### config.mk
export PLATFORM = sky130hd
export DESIGN_NAME = stopwatch_ctrl
export DESIGN_NICKNAME = d
export VERILOG_FILES = /design/src/rtl/stopwatch_ctrl.sv
export SDC_FILE = /design/constraint.sdc
export NUM_CORES = 1
export LEC_CHECK = 0
export ABC_AREA = 1
export ABC_CLOCK_PERIOD_IN_PS = 1350
export CAP_MARGIN = 20
export CORE_MARGIN = 1
export CORE_UTILIZATION = 25
export CTS_BUF_LIST = sky130_fd_sc_hd__clkbuf_4 sky130_fd_sc_hd__clkbuf_8 sky130_fd_sc_hd__clkbuf_16
export DETAILED_ROUTE_END_ITERATION = 8
export GPL_TIMING_DRIVEN = 0
export PLACE_DENSITY = 0.46
export RECOVER_POWER = 25
export SLEW_MARGIN = 20
export SYNTH_ARGS = -nofsm -noshare
export SYNTH_HDL_FRONTEND = slang
export SYNTH_SLANG_ARGS = --single-unit
### constraint.sdc
create_clock -name clk -period 1.35 [get_ports clk]
set_input_delay 0.27 -clock clk [delete_from_list [all_inputs] [get_ports clk]]
set_output_delay 0.27 -clock clk [all_outputs]
set_load 0.01 [all_outputs]
### src/rtl/stopwatch_ctrl.sv
// mm:ss stopwatch control: mod-60 counting chain, run/pause toggle,
// and a 2 Hz single-field adjust mode with blink strobes.
module stopwatch_ctrl #(
    parameter int unsigned MAX_SEC = 59,
    parameter int unsigned MAX_MIN = 59,
    parameter int unsigned W       = 6
) (
    input  logic         clk,
    input  logic         rst,
    input  logic         tick_1hz,
    input  logic         tick_2hz,
    input  logic         pause_pulse,
    input  logic         adj,
    input  logic         sel,
    output logic [W-1:0] seconds,
    output logic [W-1:0] minutes,
    output logic         running,
    output logic         blank_sec,
    output logic         blank_min
);

    localparam logic [W-1:0] SEC_LAST = W'(MAX_SEC);
    localparam logic [W-1:0] MIN_LAST = W'(MAX_MIN);
    localparam logic [W-1:0] ONE      = W'(1);

    logic [W-1:0] r_sec;
    logic [W-1:0] r_min;
    logic         r_running;
    logic         r_phase;

    logic [W-1:0] w_sec_nxt;
    logic [W-1:0] w_min_nxt;
    logic         w_running_nxt;
    logic         w_phase_nxt;
    logic [W-1:0] w_sec_inc;
    logic [W-1:0] w_min_inc;
    logic         w_sec_last;

    // Wrapping increments bounded by an equality compare against the terminal value
    always_comb begin
        w_sec_last = (r_sec == SEC_LAST);
        w_sec_inc  = w_sec_last ? '0 : r_sec + ONE;
        w_min_inc  = (r_min == MIN_LAST) ? '0 : r_min + ONE;
    end

    // Next-state: adjust steps one field on tick_2hz; run counts with carry on tick_1hz
    always_comb begin
        w_sec_nxt     = r_sec;
        w_min_nxt     = r_min;
        w_running_nxt = r_running;
        w_phase_nxt   = 1'b0;

        if (adj) begin
            w_phase_nxt = r_phase ^ tick_2hz;
            if (tick_2hz) begin
                if (sel) begin
                    w_sec_nxt = w_sec_inc;
                end else begin
                    w_min_nxt = w_min_inc;
                end
            end
        end else if (r_running && tick_1hz) begin
            w_sec_nxt = w_sec_inc;
            if (w_sec_last) begin
                w_min_nxt = w_min_inc;
            end
        end

        if (pause_pulse) begin
            w_running_nxt = ~r_running;
        end
    end

    always_ff @(posedge clk or posedge rst) begin
        if (rst) begin
            r_sec     <= '0;
            r_min     <= '0;
            r_running <= 1'b1;
            r_phase   <= 1'b0;
        end else begin
            r_sec     <= w_sec_nxt;
            r_min     <= w_min_nxt;
            r_running <= w_running_nxt;
            r_phase   <= w_phase_nxt;
        end
    end

    assign seconds   = r_sec;
    assign minutes   = r_min;
    assign running   = r_running;
    // Blink follows the registered phase onto whichever field sel currently picks
    assign blank_sec = adj & sel & r_phase;
    assign blank_min = adj & ~sel & r_phase;

endmodule

* Word level (Yosys, flattened, before mapping)
Index checks and enable logic that the tools add are counted.
** Operators by class
- $add $sub $neg :: 2
- Equality and inequality tests :: 5
- Mux-type cells :: 12
- Bitwise operators :: 7
- Reductions and logical operators :: 5
** Operator list (count)
- 6-bit 2-to-1 mux :: 11
- 6-bit by 1-bit adder with 6-bit output (second input constant) :: 2
- 6-bit == test (second input constant) :: 2
- 1-bit bitwise AND :: 4
- 2-bit != test (second input constant) :: 2
- 4-bit AND reduction :: 1
- 2-bit nonzero test :: 2
- 3-bit AND reduction :: 1
- 2-bit by 1-bit != test with 1-bit output (second input constant) :: 1
- 1-bit inverter :: 2
- 1-bit logical AND :: 1
- 1-bit 2-to-1 mux :: 1
- 1-bit XOR :: 1
** Storage, ports and cells
- Register bits after elaboration :: 14
- Input bits :: 7
- Output and inout port bits :: 15
- Logic and storage cells :: 35

* Longest topological paths before layout
Gate-level depths: netlist (run 1).
- Word-level depth :: 5
- Mapped depth :: 9

* Least setup slack after synthesis (run 1)
OpenSTA, ideal clock, no wires.
- Kind :: reg2reg
- From :: register r_sec[0], in the netlist seconds[0]
- To :: register r_min[4], in the netlist minutes[4]
- Setup time :: 116 ps
- Arrival time :: 1184 ps
- Data required time :: 1234 ps
- Path slack :: 50 ps
- Stages on the path, launching flop included :: 10
- Path buffers :: 0
- Period minus slack after synthesis :: 1300 ps
- Path through :: dfrtp_1 > ha_1 > nand2_1 > inv_1 > nand2_2 > nand2_2 > nand2_4 > clkinv_2 > nand2_1 > nand2_1
** On the way
- Cells in the longest elaborated chain, start to end :: 3
** RTL lines
- from (decl) :: RTL line 26 : logic [W-1:0] r_sec;
- from (signal assigned) :: RTL line 81 : r_sec <= w_sec_nxt;
- 6-bit == test :: RTL line 41 : w_sec_last = (r_sec == SEC_LAST);
- 2-bit nonzero test (no source line)
- 4-bit AND reduction (no source line)
- to (signal assigned) :: RTL line 82 : r_min <= w_min_nxt;
- to (decl) :: RTL line 27 : logic [W-1:0] r_min;
No other way between the ends.
A chain may end at the register's enable or synchronous reset.

* Worst setup path after layout (run 1)
- From :: register r_min[0], in the netlist minutes[0]
- To :: output minutes[0]
** RTL lines
- to (decl) :: RTL line 16 : output logic [W-1:0] minutes,
No word-level cell between the ends.

==> impl_metrics.json, run 1 <==
{
  "p_leak_nw": 0.7330,
  "ys_types": 19,
  "rows": 20,
  "post-route-cell-area_um2": 1287,
  "grtUsageTotal": 0.1285,
  "cts_buffer_depth": 2,
  "first_iter_violations": 29,
  "drv_cap": 0,
  "cp_num_buf_inv": 1,
  "setup_tns_ps": 0,
  "start_util": 0.2669,
  "grt_pass1_vias": 763,
  "fin_ws_ps": 73.99,
  "irDropWorstVdd_mv": 0.5670,
  "seq_area_frac_synth": 0.4245,
  "setup_violations": 0,
  "layout.nets": 168,
  "core_um2": 3103,
  "crit_required_ps": 1080,
  "drt-total-wl_um": 1986,
  "grt_max_degree": 15,
  "crit_family": "flip-flops",
  "clk_pin_slew_ps": 90,
  "gr-total-overflow": 0,
  "antenna_found_initial": 0,
  "place_ws_ps": -479.5,
  "maxClockFrequency_mhz": 783.7,
  "multiInputGateArea_um2": 449.2,
  "clkLatencyLatePin_ps": 280,
  "syn_inst": 116,
  "diodes": 0,
  "synthTopCellsByArea": "dfrtp_1 (39%), nand2_1 (18%), inv_1 (6.3%), nor2_1 (5.4%), nand3_1 (4.8%)",
  "rrSetupSlack_ps": 100,
  "crit_slowest_cell": "dfrtp_1",
  "critPathLaunchType": "register",
  "root_buffer": "clkbuf_4",
  "antenna_left": 0,
  "dpl.hpwl_um": 1314,
  "drive_gt1_frac": 0.3101,
  "syn_avg_cell_area_um2": 7.140,
  "min_period_over_period": 0.9452,
  "port_buffers": 21,
  "cts_buffers": 3,
  "yosys_warnings": 0,
  "yosysTopAreaCell": "dfrtp_1",
  "syn-num-nets": 125,
  "tritoncts": "yes",
  "crit_type": "reg2out",
  "cts_sinks": 14,
  "maxSlewViolCount": 0,
  "h-tree-depth": 1,
  "fin_crit_ps": 1276,
  "drc": 0,
  "syn_to_final_growth_pct": 55.44,
  "die_y_um": 59.56,
  "crit_fanout": 4,
  "syn_area_um2": 828.3,
  "synth_top_cell_area_share": 0.3927,
  "worst_pin_slew_ps": 554.1,
  "skew_ps": 6.224,
  "place_area_um2": 1094,
  "num_vias": 841,
  "grt_first_pass_wirelength_um": 3367,
  "wl_per_cell_um": 9.832,
  "worstPathCellList": "dlygate4sd2_1",
  "viasPerCell": 4.163,
  "layout.cells.non_filler": 202,
  "synth-seq-cells": 14,
  "cp_slowest_stage_delay_ps": 430,
  "relSlewSlack": 0.6302,
  "cts_hold_buf": 0,
  "dp.cells": 181,
  "power.density_nw_per_um2": 1715,
  "arrival_ps": 1010,
  "status": "complete, no violations",
  "fill_cells": 353,
  "hp-class": "in2reg",
  "finalHoldViolations": 0,
  "worst_hold_slack_ps": 445.2,
  "ios": 22,
  "dr.pass1.iters": 4,
  "utilization": 0.4149,
  "die_area_um2": 3547,
  "die_x_um": 59.56,
  "crit_path_end_kind": "output pin",
  "rsz0062_at_grt": "yes",
  "power_mw": 2.208,
  "gp_congestion": 0.8096,
  "seq_area_um2": 355.3
}
-- final cells by class --
class,count,area share
clock buffer,4,0.02818
sequential,14,0.2760
multi-input combinational,84,0.3489
inverter,18,0.05442
timing repair buffer,38,0.2498
tap,44,0.04276
-- final timing paths --
check,startpoint,to,cells after the start
setup / recovery,minutes[0],minutes[0],1
hold / removal,adj,r_phase,3
setup reg to reg,running,minutes[4],8
hold reg to reg,r_phase,r_phase,1
max in group asynchronous,rst,minutes[4],2
min in group asynchronous,rst,seconds[2],2
-- cells in the final DEF (no fill, tap or decap), types with 2 or more instances in the layout --
cell / n
nand2_1: 35
buf_4: 14
inv_1: 13
nor2_1: 11
dlygate4sd2_1: 11
dfrtp_1: 10
nand3_1: 8
nand2_2: 6
inv_2: 4
o21ai_0: 4
xor2_1: 4
nand4_1: 3
a21oi_1: 3
clkbuf_4: 3
clkdlybuf4s50_1: 3
dfrtp_2: 3
clkbuf_2: 3
nand2_4: 2
buf_2: 2
buf_6: 2
-- power breakdown --
| part | switching (mW) | internal [mW] | total, mW | leakage, nW |
|---|---|---|---|---|
| combinational | 0.601 | 0.589 | 1.19 | 0.539 |
| sequential | 0.118 | 0.594 | 0.712 | 0.173 |
| clock | 0.143 | 0.164 | 0.307 | 0.0210 |
-- flip-flops by register name, indices dropped and copies added, names as in the netlist --
name	cells
minutes	6
r_phase	1
seconds	6
running	1
-- cell families after synthesis --
| logic type | share of synthesized area |
|---|---|
| flip-flops | 0.4245 |
| buffers and inverters | 0.08307 |
| XOR/XNOR | 0.04229 |
| AND/OR/NAND/NOR | 0.3656 |
| AO/OA/AOI/OAI | 0.05438 |
| adder cells (fa/ha/maj) | 0.03021 |
-- timing repair --
action,in CTS,in global routing
buffers inserted,12,5
endpoints found under the setup margin,19,12
pin swaps,1,9
resized for setup,28,19
-- synthesized netlist by cell type, drive strengths merged --
cell	n
ha	2
dfstp	1
o21ai	6
nand3	9
clkinv	1
nand2	43
nand4	3
xor2	4
dfrtp	13
or2	1
nor2	13
a21oi	3
inv	17
-- layer usage --
layer  vias up  GRT usage  share of wire
li1        445          -              -
met1       376     0.1725           0.49
met2        18     0.2022           0.47
met3         2    0.02620          0.035
met4         0    0.04983         0.0055
met5         -          0              0
Note: power is estimated with default switching activity, not from simulation.
==> run 2, diff against run 1 <==
--- a/config.mk
+++ b/config.mk
@@ -12,7 +12,7 @@
 export CORE_UTILIZATION = 25
 export CTS_BUF_LIST = sky130_fd_sc_hd__clkbuf_4 sky130_fd_sc_hd__clkbuf_8 sky130_fd_sc_hd__clkbuf_16
 export DETAILED_ROUTE_END_ITERATION = 8
-export GPL_TIMING_DRIVEN = 0
+export GPL_TIMING_DRIVEN = 1
 export PLACE_DENSITY = 0.46
 export RECOVER_POWER = 25
 export SLEW_MARGIN = 20
==> impl_metrics.json, run 2 (synthesis gave the netlist of run 1 again) <==
{
  "status": "complete, no violations",
  "h-tree-depth": 1,
  "dp.cells": 193,
  "arrival_ps": 1450,
  "r2r_cells": 9,
  "tritoncts": "yes",
  "place_area_um2": 1184,
  "start_util": 0.2669,
  "cts_buffer_depth": 2,
  "drive_gt1_frac": 0.2840,
  "relSlewSlack": 0.6086,
  "reg2reg_from": "seconds[0]",
  "power_mw": 2.174,
  "grtUsageTotal": 0.1389,
  "clk_pin_slew_ps": 100,
  "rsz0062_at_grt": "no",
  "drv_cap": 0,
  "layout_common_cells": "nand2_1 (38), buf_4 (18), inv_1 (13)",
  "irDropWorstVdd_mv": 0.5780,
  "root_buffer": "clkbuf_4",
  "power.density_nw_per_um2": 1669,
  "diodes": 0,
  "die_x_um": 59.56,
  "skew_ps": 3.675,
  "gr-total-overflow": 0,
  "first_iter_violations": 36,
  "crit_required_ps": 1530,
  "min_period_over_period": 0.9395,
  "wl_per_cell_um": 10.00,
  "cts_buffers": 3,
  "ios": 22,
  "grt_max_degree": 11,
  "crit_top_cell": "nand2_4",
  "fin_crit_ps": 1268,
  "num_vias": 865,
  "cts_sinks": 14,
  "drt-total-wl_um": 2060,
  "core_um2": 3103,
  "finalHoldViolations": 0,
  "grt_first_pass_wirelength_um": 3643,
  "antenna_found_initial": 0,
  "rrSetupSlack_ps": 80,
  "worstPathCellList": "ha_2, nand2_1, inv_2, nand2_4, nand2_4, nand2_4, buf_12, nand2_1, o21ai_1",
  "critPathLaunchType": "register",
  "grt_pass1_vias": 836,
  "die_area_um2": 3547,
  "layout.nets": 172,
  "crit_path_end_kind": "register",
  "crit_fanout": 7,
  "die_y_um": 59.56,
  "crit_slowest_cell": "dfrtp_1",
  "maxClockFrequency_mhz": 788.5,
  "crit_type": "reg2reg",
  "r2r-end": "minutes[0]",
  "maxSlewViolCount": 0,
  "antenna_left": 0,
  "hp-class": "in2async",
  "rows": 20,
  "p_leak_nw": 0.7464,
  "port_buffers": 21,
  "viasPerCell": 4.199,
  "clkLatencyLatePin_ps": 290,
  "worst_pin_slew_ps": 587.1,
  "syn_to_final_growth_pct": 57.25,
  "cp_slowest_stage_delay_ps": 390,
  "layout_commonest_cell": "nand2_1",
  "layout.cells.non_filler": 206,
  "dr.pass1.iters": 4,
  "gp_congestion": 0.8254,
  "dpl.hpwl_um": 1481,
  "post-route-cell-area_um2": 1303,
  "setup_violations": 0,
  "drc": 0
}
## run 2: cell count changes in the layout (fill, tap and decap cells not counted), sizes merged
cell,previous run,this run
buf,19,23
clkbuf,7,6
clkdlybuf4s15,0,1
clkinv,0,1
inv,18,17
## run 2: repair_timing
item,4_1_cts,5_1_grt
setup buffers,6,3
hold buffers,0,0
resized for setup,26,14
pin swaps,1,5
endpoints found under the hold margin,0,0
endpoints found under the setup margin,19,12
## run 2: worst max-delay path by stage
stage / from / endpoint / slack (ps)
3_5_place_dp: adj / blank_min / -410
2_1_floorplan: seconds[0] / minutes[4] / 50
4_1_cts: running / running / 0.8
3_3_place_gp: adj / blank_sec / -370
5_1_grt: seconds[0] / minutes[2] / 2
6_report: seconds[0] / minutes[0] / 80
## run 2: cell type report
| cell class | count | area, um^2 |
|---|---|---|
| Fill cell | 341 | 1800 |
| Multi-Input combinational cell | 84 | 440.4 |
| Sequential cell | 14 | 352.8 |
| Timing Repair Buffer | 42 | 349.1 |
| Inverter | 18 | 68.82 |
| Tap cell | 44 | 55.05 |
| Clock buffer | 4 | 36.28 |
## run 2: critical path, delay by kind of cell (launching register included)
family	cells	cell delay (ps)
flip-flops	1	390
AO/OA/AOI/OAI	1	60
AND/OR/NAND/NOR	5	330
adder cells (fa/ha/maj)	1	190
buffers and inverters	2	200
## run 2: stage by stage
step                      setup WS, ps  utilization  setup TNS [ps]  hold WS (ps)
final                            81.72       0.4198               0         320.1
after global placement          -366.6       0.3815           -2650         459.2
after global routing             2.329       0.4198               0         335.5
after detailed placement        -413.4       0.3815           -3034         459.5
after CTS                       0.8382       0.4048               0         185.7
after floorplan                  49.99            -               0         158.5
## run 2: power by group
part / switching [mW] / internal (mW) / leakage, nW / total (mW)
clock network: 0.155 / 0.164 / 0.0210 / 0.320
registers: 0.112 / 0.590 / 0.177 / 0.702
logic: 0.583 / 0.570 / 0.549 / 1.15
total: 0.850 / 1.32 / 0.746 / 2.17
## run 2: layer usage
metal / vias to the layer above / track usage / wire [um]
met3: 0 / 0.03930 / 77
met2: 17 / 0.2199 / 955
met1: 397 / 0.1815 / 1027
met5: - / 0 / 0
met4: 0 / 0.04651 / 0
li1: 451 / - / -
==> run 3, diff against run 2 <==
--- a/config.mk
+++ b/config.mk
@@ -15,7 +15,6 @@
 export GPL_TIMING_DRIVEN = 1
 export PLACE_DENSITY = 0.46
 export RECOVER_POWER = 25
-export SLEW_MARGIN = 20
 export SYNTH_ARGS = -nofsm -noshare
 export SYNTH_HDL_FRONTEND = slang
 export SYNTH_SLANG_ARGS = --single-unit
==> results of run 3 <==
Same layout as run 2: the final DEF is identical, and so are final timing and power.
